--- src/rtl/bp_cfg_loader.sv ---
// bp_cfg_loader: boot-time initiator for a tile's config-register responder.
// Freezes the tile, programs icache/dcache modes, streams CCE microcode from a
// synchronous ROM into the ucode window, programs CCE mode and unfreezes.
// Only one command is ever outstanding.
// Build option: define BP_CFG_LOADER_VERIFY_EN to read back every ucode word
// after writing it; a mismatch parks the loader in ERROR with the tile frozen.
module bp_cfg_loader #(
    parameter int unsigned cfg_addr_width_p  = 16,
    parameter int unsigned cfg_data_width_p  = 64,
    parameter int unsigned cce_pc_width_p    = 8,
    parameter int unsigned cce_instr_width_p = 48,
    parameter int unsigned ucode_els_p       = 256,
    parameter logic [cfg_addr_width_p-1:0] ucode_base_p       = 16'h8000,
    parameter logic [cfg_addr_width_p-1:0] freeze_addr_p      = 16'h0002,
    parameter logic [cfg_addr_width_p-1:0] icache_mode_addr_p = 16'h0022,
    parameter logic [cfg_addr_width_p-1:0] dcache_mode_addr_p = 16'h0043,
    parameter logic [cfg_addr_width_p-1:0] cce_mode_addr_p    = 16'h0081,
    parameter int unsigned lce_mode_p        = 1,
    parameter int unsigned cce_mode_p        = 1
) (
    input  logic                          clk_i,
    input  logic                          reset_n_i,
    input  logic                          start_i,
    output logic                          busy_o,
    output logic                          done_o,
    output logic                          error_o,
    output logic [cce_pc_width_p-1:0]     rom_addr_o,
    input  logic [cce_instr_width_p-1:0]  rom_data_i,
    output logic                          mem_cmd_v_o,
    input  logic                          mem_cmd_ready_i,
    output logic                          mem_cmd_w_o,
    output logic [cfg_addr_width_p-1:0]   mem_cmd_addr_o,
    output logic [cfg_data_width_p-1:0]   mem_cmd_data_o,
    input  logic                          mem_resp_v_i,
    output logic                          mem_resp_yumi_o,
    input  logic [cfg_data_width_p-1:0]   mem_resp_data_i
);

    typedef enum logic [2:0] {
        ST_IDLE,
        ST_ROM_RD,
        ST_SEND,
        ST_WAIT,
        ST_DONE,
        ST_ERROR
    } state_e;

    typedef enum logic [2:0] {
        STEP_FRZ,
        STEP_ICM,
        STEP_DCM,
        STEP_UC,
        STEP_CCM,
        STEP_UFRZ
    } step_e;

    // One extra counter bit lets a full 2^cce_pc_width_p image terminate cleanly.
    localparam int unsigned wd_width_lp  = cce_pc_width_p + 1;
    localparam logic [wd_width_lp-1:0] last_wd_lp = wd_width_lp'(ucode_els_p - 1);
    localparam int unsigned pad_width_lp = cfg_data_width_p - cce_instr_width_p;

    state_e                         state_reg, state_next;
    step_e                          step_reg, step_next;
    logic [wd_width_lp-1:0]         wd_reg, wd_next;
    logic [cce_instr_width_p-1:0]   word_reg, word_next;
    // Set for the first SEND cycle after ROM_RD, when rom_data_i holds the word.
    logic                           cap_reg, cap_next;
    logic [cce_instr_width_p-1:0]   ucode_word;
`ifdef BP_CFG_LOADER_VERIFY_EN
    // Set while the outstanding ucode command is the readback.
    logic                           rd_reg, rd_next;
    logic                           unused_resp;
    assign unused_resp = ^mem_resp_data_i[cfg_data_width_p-1:cce_instr_width_p];
`else
    logic                           unused_resp;
    assign unused_resp = ^mem_resp_data_i;
`endif

    // The ROM word is presented live in its capture cycle, then from the hold register.
    assign ucode_word = cap_reg ? rom_data_i : word_reg;
    assign rom_addr_o = wd_reg[cce_pc_width_p-1:0];

    assign mem_cmd_v_o = (state_reg == ST_SEND);
    assign busy_o      = (state_reg == ST_ROM_RD) || (state_reg == ST_SEND) ||
                         (state_reg == ST_WAIT);
    assign done_o      = (state_reg == ST_DONE);
`ifdef BP_CFG_LOADER_VERIFY_EN
    assign error_o     = (state_reg == ST_ERROR);
    assign mem_cmd_w_o = ~rd_reg;
`else
    assign error_o     = 1'b0;
    assign mem_cmd_w_o = 1'b1;
`endif

    // State, step, word counter and held ucode word; reset aborts any sequence.
    always_ff @(posedge clk_i or negedge reset_n_i) begin
        if (!reset_n_i) begin
            state_reg <= ST_IDLE;
            step_reg  <= STEP_FRZ;
            wd_reg    <= '0;
            word_reg  <= '0;
            cap_reg   <= 1'b0;
`ifdef BP_CFG_LOADER_VERIFY_EN
            rd_reg    <= 1'b0;
`endif
        end else begin
            state_reg <= state_next;
            step_reg  <= step_next;
            wd_reg    <= wd_next;
            word_reg  <= word_next;
            cap_reg   <= cap_next;
`ifdef BP_CFG_LOADER_VERIFY_EN
            rd_reg    <= rd_next;
`endif
        end
    end

    // Next-state logic: walk the step list, one command and one response at a time.
    always_comb begin
        state_next      = state_reg;
        step_next       = step_reg;
        wd_next         = wd_reg;
        word_next       = word_reg;
        cap_next        = cap_reg;
`ifdef BP_CFG_LOADER_VERIFY_EN
        rd_next         = rd_reg;
`endif
        mem_resp_yumi_o = 1'b0;

        case (state_reg)
            ST_IDLE: begin
                if (start_i) begin
                    state_next = ST_SEND;
                    step_next  = STEP_FRZ;
                    wd_next    = '0;
                    cap_next   = 1'b0;
                end
            end
            ST_ROM_RD: begin
                state_next = ST_SEND;
                cap_next   = 1'b1;
            end
            ST_SEND: begin
                // Capture on the first SEND cycle whether or not the responder is ready.
                if (cap_reg) begin
                    word_next = rom_data_i;
                    cap_next  = 1'b0;
                end
                if (mem_cmd_ready_i) begin
                    state_next = ST_WAIT;
                end
            end
            ST_WAIT: begin
                mem_resp_yumi_o = mem_resp_v_i;
                if (mem_resp_v_i) begin
                    case (step_reg)
                        STEP_FRZ: begin
                            step_next  = STEP_ICM;
                            state_next = ST_SEND;
                        end
                        STEP_ICM: begin
                            step_next  = STEP_DCM;
                            state_next = ST_SEND;
                        end
                        STEP_DCM: begin
                            step_next  = STEP_UC;
                            wd_next    = '0;
                            state_next = ST_ROM_RD;
                        end
                        STEP_UC: begin
`ifdef BP_CFG_LOADER_VERIFY_EN
                            rd_next = ~rd_reg;
                            if (!rd_reg) begin
                                state_next = ST_SEND;
                            end else if (mem_resp_data_i[cce_instr_width_p-1:0] != word_reg) begin
                                state_next = ST_ERROR;
                            end else
`endif
                            begin
                                if (wd_reg == last_wd_lp) begin
                                    step_next  = STEP_CCM;
                                    state_next = ST_SEND;
                                end else begin
                                    wd_next    = wd_reg + 1'b1;
                                    state_next = ST_ROM_RD;
                                end
                            end
                        end
                        STEP_CCM: begin
                            step_next  = STEP_UFRZ;
                            state_next = ST_SEND;
                        end
                        STEP_UFRZ: begin
                            state_next = ST_DONE;
                        end
                        default: begin
                            state_next = ST_IDLE;
                        end
                    endcase
                end
            end
            ST_DONE: begin
                state_next = ST_DONE;
            end
            ST_ERROR: begin
                state_next = ST_ERROR;
            end
            default: begin
                state_next = ST_IDLE;
            end
        endcase
    end

    // Command address/data are pure functions of the step, so they hold while stalled.
    always_comb begin
        mem_cmd_addr_o = '0;
        mem_cmd_data_o = '0;
        case (step_reg)
            STEP_FRZ: begin
                mem_cmd_addr_o = freeze_addr_p;
                mem_cmd_data_o = cfg_data_width_p'(1);
            end
            STEP_ICM: begin
                mem_cmd_addr_o = icache_mode_addr_p;
                mem_cmd_data_o = cfg_data_width_p'(lce_mode_p);
            end
            STEP_DCM: begin
                mem_cmd_addr_o = dcache_mode_addr_p;
                mem_cmd_data_o = cfg_data_width_p'(lce_mode_p);
            end
            STEP_UC: begin
                mem_cmd_addr_o = ucode_base_p + cfg_addr_width_p'(wd_reg);
`ifdef BP_CFG_LOADER_VERIFY_EN
                if (!rd_reg) begin
                    mem_cmd_data_o = {{pad_width_lp{1'b0}}, ucode_word};
                end
`else
                mem_cmd_data_o = {{pad_width_lp{1'b0}}, ucode_word};
`endif
            end
            STEP_CCM: begin
                mem_cmd_addr_o = cce_mode_addr_p;
                mem_cmd_data_o = cfg_data_width_p'(cce_mode_p);
            end
            STEP_UFRZ: begin
                mem_cmd_addr_o = freeze_addr_p;
                mem_cmd_data_o = '0;
            end
            default: begin
                mem_cmd_addr_o = '0;
                mem_cmd_data_o = '0;
            end
        endcase
    end

`ifndef SYNTHESIS
    // A response with no command waiting for it means the responder broke protocol.
    resp_only_in_wait: assert property (@(posedge clk_i) disable iff (!reset_n_i)
        mem_resp_v_i |-> (state_reg == ST_WAIT));
`endif

endmodule

--- config.mk ---
export PLATFORM = sky130hd
export DESIGN_NAME = bp_cfg_loader
export DESIGN_NICKNAME = d
export VERILOG_FILES = /design/src/rtl/bp_cfg_loader.sv
export SDC_FILE = /design/constraint.sdc
export NUM_CORES = 1
export LEC_CHECK = 0
export BUFFER_PORTS_ARGS = -buffer_cell sky130_fd_sc_hd__buf_2
export CAP_MARGIN = 20
export CORE_UTILIZATION = 45
export CTS_CLUSTER_SIZE = 16
export DETAILED_ROUTE_END_ITERATION = 10
export GPL_ROUTABILITY_DRIVEN = 0
export PLACE_DENSITY = 0.81
export RECOVER_POWER = 100
export SLEW_MARGIN = 20
export SYNTH_ARGS = -nofsm -noshare
export SYNTH_HDL_FRONTEND = slang
export SYNTH_SLANG_ARGS = --single-unit
export TNS_END_PERCENT = 10
--- constraint.sdc ---
create_clock -name clk_i -period 4.3 [get_ports clk_i]
set_input_delay 0 -clock clk_i [delete_from_list [all_inputs] [get_ports clk_i]]
set_output_delay 0 -clock clk_i [all_outputs]
set_load 0.05 [all_outputs]
==> results.py, run 1 <==
metrics = {
    "status": {
        "status": "finished with violations",
        "violations": "capacitance limit, slew limit",
    },
    "clock_network": {
        "clock-sinks": 64,
        "clock_latency_ns": 0.34,
        "cts_htree_levels": 3,
        "cts_tree": "yes",
        "clkTransAtPathRegs_ns": 0.08,
        "post_cts_resized": 0,
        "cts_buffers": 9,
        "cts_buffer_depth": 2,
        "cts_hold_buffers": 51,
        "postCtsSetupBuffers": 0,
        "cts-root-buf": "clkbuf_8",
    },
    "logic_synthesis": {
        "synth_top_area_share": 0.415,
        "yosysSeqAreaShare": 0.415,
        "yosysTopAreaCell": "dfrtp_1",
        "synth_area_leaders": "dfrtp_1, mux2_2, mux2i_1",
        "ys_async_sr_fraction": 1.00,
        "synth_edf_count": 0,
        "synthCells": 380,
        "synth.most_common_cell": "dfrtp_1",
        "avgSynthCellArea_um2": 10.1,
        "syn_area_um2": 3860,
        "ys_ff_latch": 64,
        "ys.flop_type": "dfrtp_1",
        "synth_cell_types": 36,
        "ys_warn_count": 0,
        "synth_common_cells": "dfrtp_1, nor2_1, mux2_2, mux2i_1, buf_4",
    },
    "final_layout": {
        "final_layout_size_suffix_gt1_frac": 0.230,
        "area_growth_pct": 28.2,
        "layout.cells.non_filler": 639,
        "design_area_um2": 4940,
        "largest_register_ffs": 48,
        "nets": 649,
        "antenna_cells": 0,
    },
    "routing": {
        "wl_per_cell_um": 15.3,
        "num_vias": 3376,
        "routed_wl_um": 9760,
        "first_pass_iters": 4,
        "drt_iter0_markers": 134,
        "ant_nets": 0,
        "drcViolationCount": 0,
        "viasPerCell": 5.28,
    },
    "die": {
        "die_area_um2": 8940,
        "die_x_um": 94.6,
        "rows": 33,
        "num_io_pins": 211,
        "die_h_um": 94.6,
        "start_util": 0.467,
        "fp.coreArea_um2": 8260,
    },
    "timing": {
        "fin_ws_ns": 1.21,
        "fmax_ghz": 0.324,
        "rsz0062_at_grt": "no",
        "setup_viol": 0,
        "hold_viol_final": 0,
        "slew_headroom": -0.456,
        "tightest_slew_ns": 2.18,
        "fin_worst_skew_ns": 0.0195,
        "maxSlewViolCount": 114,
        "finalCriticalPeriod_ns": 3.09,
        "period_share": 0.719,
        "tns_ns": 0,
    },
    "setup_path": {
        "end_kind": "flip-flop",
        "cp_cell_sequence": "nand2b_1, nor2_1, and2_1, mux2_2",
        "path_class": "reg2reg",
        "slowest_stage": "and2_1",
        "path_max_fanout": 48,
        "start_kind": "flip-flop",
        "cp.arrival_ns": 3.30,
        "cp_slowest_stage_delay_ns": 1.62,
        "crit_required_ns": 4.51,
    },
    "placed_design": {
        "placed_cell_area_um2": 4320,
        "dp_hpwl_um": 5830,
        "port_buffers": 122,
        "pre_cts_ws_ns": 1.66,
        "dp_cells": 572,
    },
    "grt": {
        "antenna_found_initial": 0,
        "grt_pass1_vias": 3286,
        "grt_pass1_wl_um": 15500,
        "grt_max_degree": 65,
        "grt_overflow": 0,
        "grt.total_usage": 0.224,
    },
    "pwr": {
        "powerDensity_nw_per_um2": 742,
        "power_uw": 3670,
        "ir_drop_v": 0.000398,
        "leakagePower_uw": 0.00213,
    },
    "flow_run": {
        "drv_cap": 2,
    },
    "worst_hold_path": {
        "hold_path_class": "in2reg",
    },
}
logic make-up after synthesis:
group           count (synthesis)  share of synthesized area
flops                          64                      0.415
fa+ha+maj                       3                    0.00973
mux                            96                      0.265
simple gates                  106                      0.130
compound gates                 43                     0.0720
buf+inv                        66                      0.106
other cells                     2                    0.00195
layout by cell type (no fill, tap or decap), types with 4 or more instances in the layout:
cell and count:
clkbuf_1 69, dfrtp_1 63, nor2_1 60, buf_2 53, dlygate4sd3_1 51, mux2i_1 48
mux2_2 47, conb_1 24, o21ai_0 10, o31ai_1 10, a21oi_1 9, nand2_1 9
clkbuf_8 9, nand3_1 8, nand2b_1 7, inv_1 6, and3_1 5, and2_1 4
routing by layer:
metal / global-route usage / share of wire
met2: 0.378 / 0.50
met1: 0.263 / 0.40
met3: 0.0709 / 0.075
met4: 0.0922 / 0.023
met5: 0 / 0
where the power goes:
part	switching, uW	internal (uW)
sequential	217	871
combinational	1430	627
clock	256	274
final timing paths:
check,from,endpoint,slack [ns],depth (start not counted)
worst max-delay path,state_reg[2]$_DFFE_PN0P_,word_reg[22]$_DFFE_PN0P_,1.21,4
worst min-delay path,start_i,state_reg[1]$_DFFE_PN0P_,0.03,3
worst max register to register,state_reg[2]$_DFFE_PN0P_,word_reg[22]$_DFFE_PN0P_,1.21,4
worst min register to register,word_reg[28]$_DFFE_PN0P_,word_reg[28]$_DFFE_PN0P_,0.51,1
max in group asynchronous,reset_n_i,cap_reg$_DFFE_PN0P_,2.58,3
min in group asynchronous,reset_n_i,step_reg[1]$_DFFE_PN0P_,0.67,3
area by class of cell:
cell class | count | area, um2
clock buffer | 9 | 124
clock inverter | 7 | 78.8
fill | 685 | 3310
inverter | 6 | 22.5
multi-input combinational | 272 | 1930
sequential | 64 | 1600
tap | 105 | 131
timing repair buffer | 176 | 1050
worst max-delay path, delay by kind of cell, from the launching register on:
family	cells	cell delay, ns
flip-flops	1	0.49
multiplexers	1	0.46
AND/OR/NAND/NOR	3	1.98
per-stage QoR:
| step | hold WS [ns] | utilization |
|---|---|---|
| floorplan | -0.296 | - |
| detailed placement | 0.236 | 0.523 |
| global route | 0.0627 | 0.599 |
| finish | 0.0348 | 0.599 |
| CTS | 0.0310 | 0.609 |
| global placement | 0.231 | 0.523 |
(Power assumes the default switching activity.)
==> inputs of run 2 (changes only) <==
--- a/config.mk
+++ b/config.mk
@@ -7,11 +7,11 @@
 export LEC_CHECK = 0
 export BUFFER_PORTS_ARGS = -buffer_cell sky130_fd_sc_hd__buf_2
 export CAP_MARGIN = 20
-export CORE_UTILIZATION = 45
+export CORE_UTILIZATION = 41
 export CTS_CLUSTER_SIZE = 16
 export DETAILED_ROUTE_END_ITERATION = 10
 export GPL_ROUTABILITY_DRIVEN = 0
-export PLACE_DENSITY = 0.81
+export PLACE_DENSITY = 0.78
 export RECOVER_POWER = 100
 export SLEW_MARGIN = 20
 export SYNTH_ARGS = -nofsm -noshare
==> constraint.sdc (replaced) <==
create_clock -name clk_i -period 2.5 [get_ports clk_i]
set_input_delay 0 -clock clk_i [delete_from_list [all_inputs] [get_ports clk_i]]
set_output_delay 0 -clock clk_i [all_outputs]
set_load 0.05 [all_outputs]
==> results.py, run 2 (same netlist as run 1, synthesis figures left out) <==
metrics = {
    "die": {
        "die_x_um": 99.0,
        "die_area_um2": 9800,
        "fp.coreArea_um2": 9200,
        "die_h_um": 99.0,
        "rows": 35,
        "start_util": 0.419,
        "num_io_pins": 211,
    },
    "clock_network": {
        "clock-sinks": 64,
        "cts_buffers": 9,
        "postCtsSetupBuffers": 0,
        "cts_buffer_depth": 2,
        "cts_tree": "yes",
        "cts-root-buf": "clkbuf_8",
        "clock_latency_ns": 0.34,
        "clkTransAtPathRegs_ns": 0.08,
        "cts_htree_levels": 3,
    },
    "pwr": {
        "power.share.clock": 0.142,
        "pwr-share-seq": 0.295,
        "ir_drop_v": 0.000637,
        "p_switching_uw": 3200,
        "leakagePower_uw": 0.00216,
        "p_comb_frac": 0.562,
        "powerDensity_nw_per_um2": 1260,
        "sw_frac_of_total": 0.507,
        "power_uw": 6320,
        "p_int_uw": 3120,
    },
    "timing": {
        "slew_headroom": 0.182,
        "maxSlewViolCount": 0,
        "setup_viol": 0,
        "rsz0062_at_grt": "no",
        "fin_worst_skew_ns": 0.0116,
        "fmax_ghz": 0.437,
        "tns_ns": 0,
        "period_share": 0.914,
        "hold_viol_final": 0,
        "tightest_slew_ns": 1.23,
        "finalCriticalPeriod_ns": 2.29,
    },
    "placed_design": {
        "placed_cell_area_um2": 4380,
        "dp_hpwl_um": 5860,
        "port_buffers": 122,
    },
    "setup_path": {
        "end_kind": "flip-flop",
        "cp_cell_sequence": "and3b_1, a21oi_1, o21ai_0, o41ai_1",
        "path_class": "reg2reg",
        "start_kind": "flip-flop",
        "cp.arrival_ns": 2.49,
        "crit_required_ns": 2.70,
        "path_max_fanout": 16,
        "cp_slowest_stage_delay_ns": 0.96,
        "slowest_stage": "a21oi_1",
    },
    "grt": {
        "grt_pass1_wl_um": 14800,
        "antenna_found_initial": 0,
        "grt_overflow": 0,
        "grt_pass1_vias": 3263,
        "grt.total_usage": 0.193,
        "grt_max_degree": 46,
    },
    "final_layout": {
        "antenna_cells": 0,
        "largest_register_ffs": 48,
        "nets": 655,
        "layout_common_cells": "clkbuf_1, dfrtp_1, nor2_1, buf_2, dlygate4sd3_1",
        "area_growth_pct": 29.6,
        "final_layout_size_suffix_gt1_frac": 0.239,
        "final_core_util": 0.544,
        "fillers": 836,
        "design_area_um2": 5000,
        "final_common_cell": "clkbuf_1",
    },
    "routing": {
        "drt_iter0_markers": 114,
        "routed_wl_um": 9560,
        "wl_per_cell_um": 14.7,
        "num_vias": 3364,
        "wl_met2_um": 4880,
        "first_pass_iters": 6,
        "drcViolationCount": 0,
        "ant_nets": 0,
        "viasPerCell": 5.18,
        "drt-met1-wl_um": 3910,
        "wl_met3_um": 505,
        "highest_layer": "met4",
    },
    "status": {
        "status": "finished, final reports clean",
    },
    "worst_hold_path": {
        "hold_path_class": "in2reg",
    },
    "flow_run": {
        "drv_cap": 0,
    },
}
==> run 2: cell types whose count changed in the layout (fill, tap and decap cells not counted), sizes merged <==
cell      before  now
clkinvlp       0    1
buf           55   58
clkinv         4    1
clkbuf        79   85
inv            8    6
==> run 2: power by group through the flow <==
stage,Clock [uW],Combinational (uW),Sequential [uW]
finish,901,3550,1870
global route,958,3800,1920
CTS,918,3630,1850
detailed placement,0,3550,1870
global placement,0,3480,1830
floorplan,0,3070,1700
==> run 2: critical path, delay by kind of cell (launching register included) <==
| family | cells | cell delay [ns] |
|---|---|---|
| AND/OR/NAND/NOR | 1 | 0.24 |
| flip-flops | 1 | 0.52 |
| AO/OA/AOI/OAI | 3 | 1.39 |
==> run 2: path summary, 6_finish.rpt <==
check,start,endpoint,slack (ns),depth (start not counted)
worst max-delay path,state_reg[2]$_DFFE_PN0P_,wd_reg[8]$_DFFE_PN0P_,0.21,4
worst min-delay path,mem_cmd_ready_i,state_reg[0]$_DFFE_PN0P_,0.03,3
worst max register to register,state_reg[2]$_DFFE_PN0P_,wd_reg[8]$_DFFE_PN0P_,0.21,4
worst min register to register,word_reg[3]$_DFFE_PN0P_,word_reg[3]$_DFFE_PN0P_,0.51,1
max in group asynchronous,reset_n_i,word_reg[41]$_DFFE_PN0P_,0.92,3
min in group asynchronous,reset_n_i,wd_reg[6]$_DFFE_PN0P_,0.36,2
==> run 2: cell type report <==
class | instances | area (um2) | area share
multi-input combinational | 272 | 1930 | 0.386
sequential | 64 | 1600 | 0.321
timing repair buffer | 182 | 1110 | 0.222
clock buffer | 12 | 155 | 0.0310
tap | 111 | 139 | 0.0278
clock inverter | 3 | 42.5 | 0.00851
inverter | 6 | 22.5 | 0.00451
==> run 2: per-stage QoR <==
| step | hold slack [ns] | cells | setup WS (ns) |
|---|---|---|---|
| 2_1_floorplan | -0.296 | 402 | 0.150 |
| 3_3_place_gp | 0.172 | 584 | 0.339 |
| 3_5_place_dp | 0.182 | 584 | 0.271 |
| 4_1_cts | 0.00139 | 650 | 0.260 |
| 5_1_grt | 0.0119 | 650 | 0.138 |
| 6_report | 0.0315 | 650 | 0.214 |
==> run 2: per-layer routing <==
metal  vias to the layer above  global-route usage
met1                      1624               0.215
met3                        30              0.0489
met4                         0               0.103
li1                       1571                   -
met2                       139               0.339
met5                         -                   0
==> run 2: repair_timing <==
action | in CTS | in global routing
hold endpoints to repair | 89 | 0
resized for setup | 0 | 0
hold buffers | 51 | 0
